**config.mk**
```make
export PLATFORM = sky130hd
export DESIGN_NAME = line_burst_adapter
export DESIGN_NICKNAME = d
export VERILOG_FILES = /design/src/rtl/line_burst_adapter.sv
export SDC_FILE = /design/constraint.sdc
export NUM_CORES = 2
export LEC_CHECK = 0
export BUFFER_PORTS_ARGS = -buffer_cell sky130_fd_sc_hd__buf_4
export CAP_MARGIN = 0
export CORE_AREA = 3 3 290 292
export DETAILED_ROUTE_END_ITERATION = 8
export DIE_AREA = 0 0 293 295
export SYNTH_ARGS = -nofsm -noshare
export SYNTH_HDL_FRONTEND = slang
export SYNTH_SLANG_ARGS = --single-unit
```
**constraint.sdc**
```tcl
create_clock -name clk -period 2.85 [get_ports clk]
set_input_delay 0.285 -clock clk [delete_from_list [all_inputs] [get_ports clk]]
set_output_delay 0.285 -clock clk [all_outputs]
set_load 0.05 [all_outputs]
```
**src/rtl/line_burst_adapter.sv**
```systemverilog
// Bridges line-granular arbiter requests onto a 64-bit bmem burst port: one read command with
// four collected beats, or four write beats, then a single-cycle completion pulse.
module line_burst_adapter #(
  parameter int unsigned ADDR_WIDTH = 32,
  parameter int unsigned LINE_WIDTH = 256,
  parameter int unsigned BEAT_WIDTH = 64
) (
  input  logic                  clk,
  input  logic                  rst,
  input  logic [ADDR_WIDTH-1:0] req_addr,
  input  logic                  req_read,
  input  logic                  req_write,
  input  logic [LINE_WIDTH-1:0] req_wdata,
  output logic                  req_ready,
  output logic                  resp_valid,
  output logic [LINE_WIDTH-1:0] resp_rdata,
  output logic [ADDR_WIDTH-1:0] bmem_addr,
  output logic                  bmem_read,
  output logic                  bmem_write,
  output logic [BEAT_WIDTH-1:0] bmem_wdata,
  input  logic                  bmem_ready,
  input  logic [ADDR_WIDTH-1:0] bmem_raddr,
  input  logic [BEAT_WIDTH-1:0] bmem_rdata,
  input  logic                  bmem_rvalid
);

  localparam int unsigned Beats = LINE_WIDTH / BEAT_WIDTH;
  localparam int unsigned CntW  = (Beats > 1) ? $clog2(Beats) : 1;
  localparam int unsigned OffsW = $clog2(LINE_WIDTH / 8);
  localparam logic [CntW-1:0]       LastBeat = CntW'(Beats - 1);
  localparam logic [ADDR_WIDTH-1:0] OffsMask = ADDR_WIDTH'((1 << OffsW) - 1);

  typedef enum logic [2:0] {StIdle, StRdCmd, StRdCollect, StWrBeat, StResp} state_e;

  state_e                               state_q, state_d;
  logic [CntW-1:0]                      cnt_q, cnt_d;
  logic [ADDR_WIDTH-1:0]                addr_q, addr_d;
  logic [Beats-1:0][BEAT_WIDTH-1:0]     wdata_q, wdata_d;
  logic [Beats-1:0][BEAT_WIDTH-1:0]     rbuf_q, rbuf_d;
  logic [Beats-1:0][BEAT_WIDTH-1:0]     rline_q, rline_d;
  logic [ADDR_WIDTH-1:0]                aligned_addr;

  assign aligned_addr = req_addr & ~OffsMask;

  always_comb begin
    state_d    = state_q;
    cnt_d      = cnt_q;
    addr_d     = addr_q;
    wdata_d    = wdata_q;
    rbuf_d     = rbuf_q;
    rline_d    = rline_q;
    req_ready  = 1'b0;
    resp_valid = 1'b0;
    bmem_read  = 1'b0;
    bmem_write = 1'b0;
    unique case (state_q)
      StIdle: begin
        req_ready = 1'b1;
        // Read wins a tie; the write is left for the arbiter to re-present.
        if (req_read) begin
          addr_d  = aligned_addr;
          state_d = StRdCmd;
        end else if (req_write) begin
          addr_d  = aligned_addr;
          wdata_d = req_wdata;
          cnt_d   = '0;
          state_d = StWrBeat;
        end
      end
      StRdCmd: begin
        bmem_read = 1'b1;
        if (bmem_ready) begin
          cnt_d   = '0;
          state_d = StRdCollect;
        end
      end
      StRdCollect: begin
        if (bmem_rvalid && (bmem_raddr == addr_q)) begin
          rbuf_d[cnt_q] = bmem_rdata;
          cnt_d         = cnt_q + 1'b1;
          // Publish only a complete line so resp_rdata never shows a partial read.
          if (cnt_q == LastBeat) begin
            rline_d = rbuf_d;
            state_d = StResp;
          end
        end
      end
      StWrBeat: begin
        bmem_write = 1'b1;
        if (bmem_ready) begin
          cnt_d = cnt_q + 1'b1;
          if (cnt_q == LastBeat) begin
            state_d = StResp;
          end
        end
      end
      StResp: begin
        resp_valid = 1'b1;
        state_d    = StIdle;
      end
      default: state_d = StIdle;
    endcase
  end

  assign bmem_addr  = addr_q;
  assign bmem_wdata = wdata_q[cnt_q];
  assign resp_rdata = rline_q;

  always_ff @(posedge clk) begin
    if (!rst) begin
      state_q <= StIdle;
      cnt_q   <= '0;
      addr_q  <= '0;
      wdata_q <= '0;
      rbuf_q  <= '0;
      rline_q <= '0;
    end else begin
      state_q <= state_d;
      cnt_q   <= cnt_d;
      addr_q  <= addr_d;
      wdata_q <= wdata_d;
      rbuf_q  <= rbuf_d;
      rline_q <= rline_d;
    end
  end

endmodule

```
==> impl_metrics.csv <==
group,metric,value,unit
run_status,run_status,"complete, no violations",
routing,post-route-drc-count,0,
sta,max_freq,368,MHz
layout,area_growth_syn_to_layout,42.2,%
synth,synth.top_cells.by_area,"dfxtp_1 48%, nand2_1 12%, mux2i_1 10%, a21boi_0 8.0%, o211a_1 6.2%",
floorplanning,dieHeight,295,um
synth,synth.most_common_cell,"nand2_1",
floorplanning,number_of_top_level_design_ports,746,
clock_tree,root_buffer,"clkbuf_16",
clock_tree,htree_levels,3,
worst_setup_path,timing.reg2reg.worst_path_depth,9,
layout,final_net_count,4594,
sta,hold_vio_cnt_final,0,
synth,postSynthAreaPerCell,9.54,um^2
layout,fillCellCount,7359,
sta,layout_min_cycle_time,2710,ps
worst_setup_path,worstSetupPathType,"register to register",
routing,antenna_left,0,
synth,synth_enable_flop_cells,0,
routing,dr_wl_cell,19.5,um
placed_design,place.detailed.hpwl,70200,um
sta,tightestPinTransition,753,ps
worst_setup_path,cp_data_arrival_time,3210,ps
routing,drt_pre_antenna_iters,5,
routing,drt_wl_total,105000,um
grt,grt.overflow.total,0,
grt,initial_antenna_violation_count,18,
clock_tree,worstSkewPairLatency,650,ps
min_path,timing.hold.worst_path_depth,2,
synth,async_set_reset_flop_share_out_of_synthesis,0,%
sta,rsz0062_at_grt,"no",
sta,final_max_slew_viol_count,0,
worst_setup_path,critical_path.top_delay_family,"simple AND/OR/NAND/NOR gates",
clock_tree,reg_clk_slew_reported_paths,60,ps
grt,grt_pass1_vias,26400,
worst_setup_path,critPathLaunchType,"register",
layout,layout-drive-gt1-share,23.7,%
floorplanning,placeableCoreArea,81800,um^2
grt,first_pass_grt_wire_length,158000,um
clock_tree,tritoncts_num_sinks,736,
sta,layout_setup_ws,135,ps
placed_design,place_inst,4832,
min_path,min-delay-path-class,"input port to register",
worst_setup_path,timing.critical_path.buf_inv,3,
worst_setup_path,path_common_cell,"buf_4",
placed_design,finalWeightedCongestion,0.853,
sta,fin_worst_skew,38.1,ps
sta,report.final.setup_viol,0,
synth,yosys_top_cell_by_area,"dfxtp_1",
pwr,pnr_total_power,26.4,mW
routing,detailroute.via_count,26500,
floorplanning,floorplan.initialDensity,37.7,%
synth,netlist.area_leader.share,47.8,%
pwr,p_leak,20.3,nW
placed_design,place_area,37500,um^2
worst_setup_path,cpPeakStageDelay,700,ps
synth,yosysSeqAreaShare,47.8,%
clock_tree,cts_buffers,84,
grt,grt_usage,23.2,%
synth,syn-instance-count,3233,
clock_tree,tritoncts,"yes",
synth,synth_flop_cell,"dfxtp_1",
worst_setup_path,worstSetupEndpointType,"register",
floorplanning,floorplan.die_area,86400,um^2
pwr,power.ir.vdd_worst,476,uV
synth,yosys-top-cells-count,"1020 x nand2_1, 736 x dfxtp_1, 328 x a21boi_0",
synth,synth_warnings,0,
clock_tree,clock_path_buffers,3,
routing,drt_iter0_drc,1358,
synth,netlist-cell-type-count,40,
floorplanning,floorplan.die.width,293,um
worst_setup_path,crit_path_cell_trace,"xor2_1 -> nor4_2 -> buf_4 -> nand4_1 -> buf_4 -> or4_2 -> buf_12 -> nand2_1 -> a21boi_0",
floorplanning,placement_rows,105,
worst_setup_path,crit_path_max_fanout,64,
placed_design,setup_ws_pre_cts,-29.7,ps
layout,design_area,43900,um^2
flow_run,max-cap-violations,0,
placed_design,port_buffers,735,
sta,period_utilization,95.2,%
grt,grt_max_degree,132,
sta,minimum_hold_slack,67.5,ps
worst_setup_path,critical_path_depth,9,
sta,fin_setup_tns,0,ps
worst_setup_path,cp_slowest_cell,"or4_2",
worst_setup_path,timing.critical_path.required,3340,ps
pwr,power_density,602,nW/um^2
routing,avgViaCountPerCell,4.95,
sta,slew-limit-headroom,49.8,%
synth,synth_seq_cells,736,
layout,stdcell_count,5351,
layout,finalCoreUtilization,53.6,%
synth,syn_area,30800,um^2
[kinds of logic (layout without fill, tap and decap cells)]
group	after synthesis	after routing	share of synthesized area, %
XOR/XNOR	27	27	0.767
other	1	22	0.0122
adder cells (fa/ha/maj)	4	4	0.162
buffers and inverters	274	1301	3.76
AND/OR/NAND/NOR	1194	1194	16.0
flip-flops	736	736	47.8
multiplexers	384	384	15.1
AO/OA/AOI/OAI	613	613	16.4
[worst reg2reg max path: cells and delay by family, from the launching register on]
kind                      cells  cell delay, ps
DFF                           1             340
xor gates and xnor gates      1             190
AOI/OAI and AO/OA             1             100
and+or+nand+nor               4            1400
buffers and inverters         3             560
[final timing paths]
check | startpoint | to | slack (ps)
setup / recovery | bmem_addr[11]$_SDFFE_PN0P_ | resp_rdata[200]$_SDFFE_PN0P_ | 140
hold reg to reg | rbuf_q[114]$_SDFFE_PN0P_ | rbuf_q[114]$_SDFFE_PN0P_ | 450
setup reg to reg | bmem_addr[11]$_SDFFE_PN0P_ | resp_rdata[200]$_SDFFE_PN0P_ | 140
hold / removal | rst | resp_rdata[113]$_SDFFE_PN0P_ | 70
[sequential cells by signal (all words and copies together), names as in the netlist]
signal      count
bmem_addr      27
cnt_q           2
rbuf_q        192
resp_rdata    256
state_q         3
wdata_q       256
[layout make-up]
class	count	area [um^2]	share of cell area, %
inverters	4	15.0	0.0342
flip-flops and latches	736	14700	33.6
clock inverters	26	330	0.753
multi-input cells	2227	15000	34.3
clock buffers	124	2460	5.62
well taps	1070	1340	3.05
diodes	17	42.5	0.0970
repair buffers	1147	9890	22.6
[power breakdown]
part | switching (mW) | internal, mW
combinational | 2.64 | 1.81
sequential | 0.313 | 10.8
clock | 4.55 | 6.32
total | 7.50 | 18.9
[repair_timing]
| item | in CTS | in global routing |
|---|---|---|
| hold buffers | 347 | 0 |
| hold endpoints to repair | 529 | 0 |
| setup buffers | 0 | 3 |
| setup endpoints to repair | 0 | 295 |
| resized for setup | 0 | 3 |
[layer usage]
metal | share of wire, % | track usage (%) | vias to the layer above
li1 | - | - | 12900
met1 | 43 | 28.6 | 12700
met2 | 48 | 39.8 | 682
met3 | 6.2 | 5.93 | 165
met4 | 3.1 | 7.55 | 8
met5 | 0.042 | 0 | -
[cell usage in the layout, fill, tap and decap left out, drive strengths merged, types with 9 or more instances in the layout]
master / instances
nor4: 9
dlygate4sd3: 347
buf: 799
clkbuf: 125
xor2: 16
clkinv: 18
mux2i: 320
mux4: 64
nand2: 1020
o211a: 192
a21boi: 411
diode: 17
nor2b: 134
xnor2: 11
dfxtp: 736
Power figures use the tool's default switching activity.
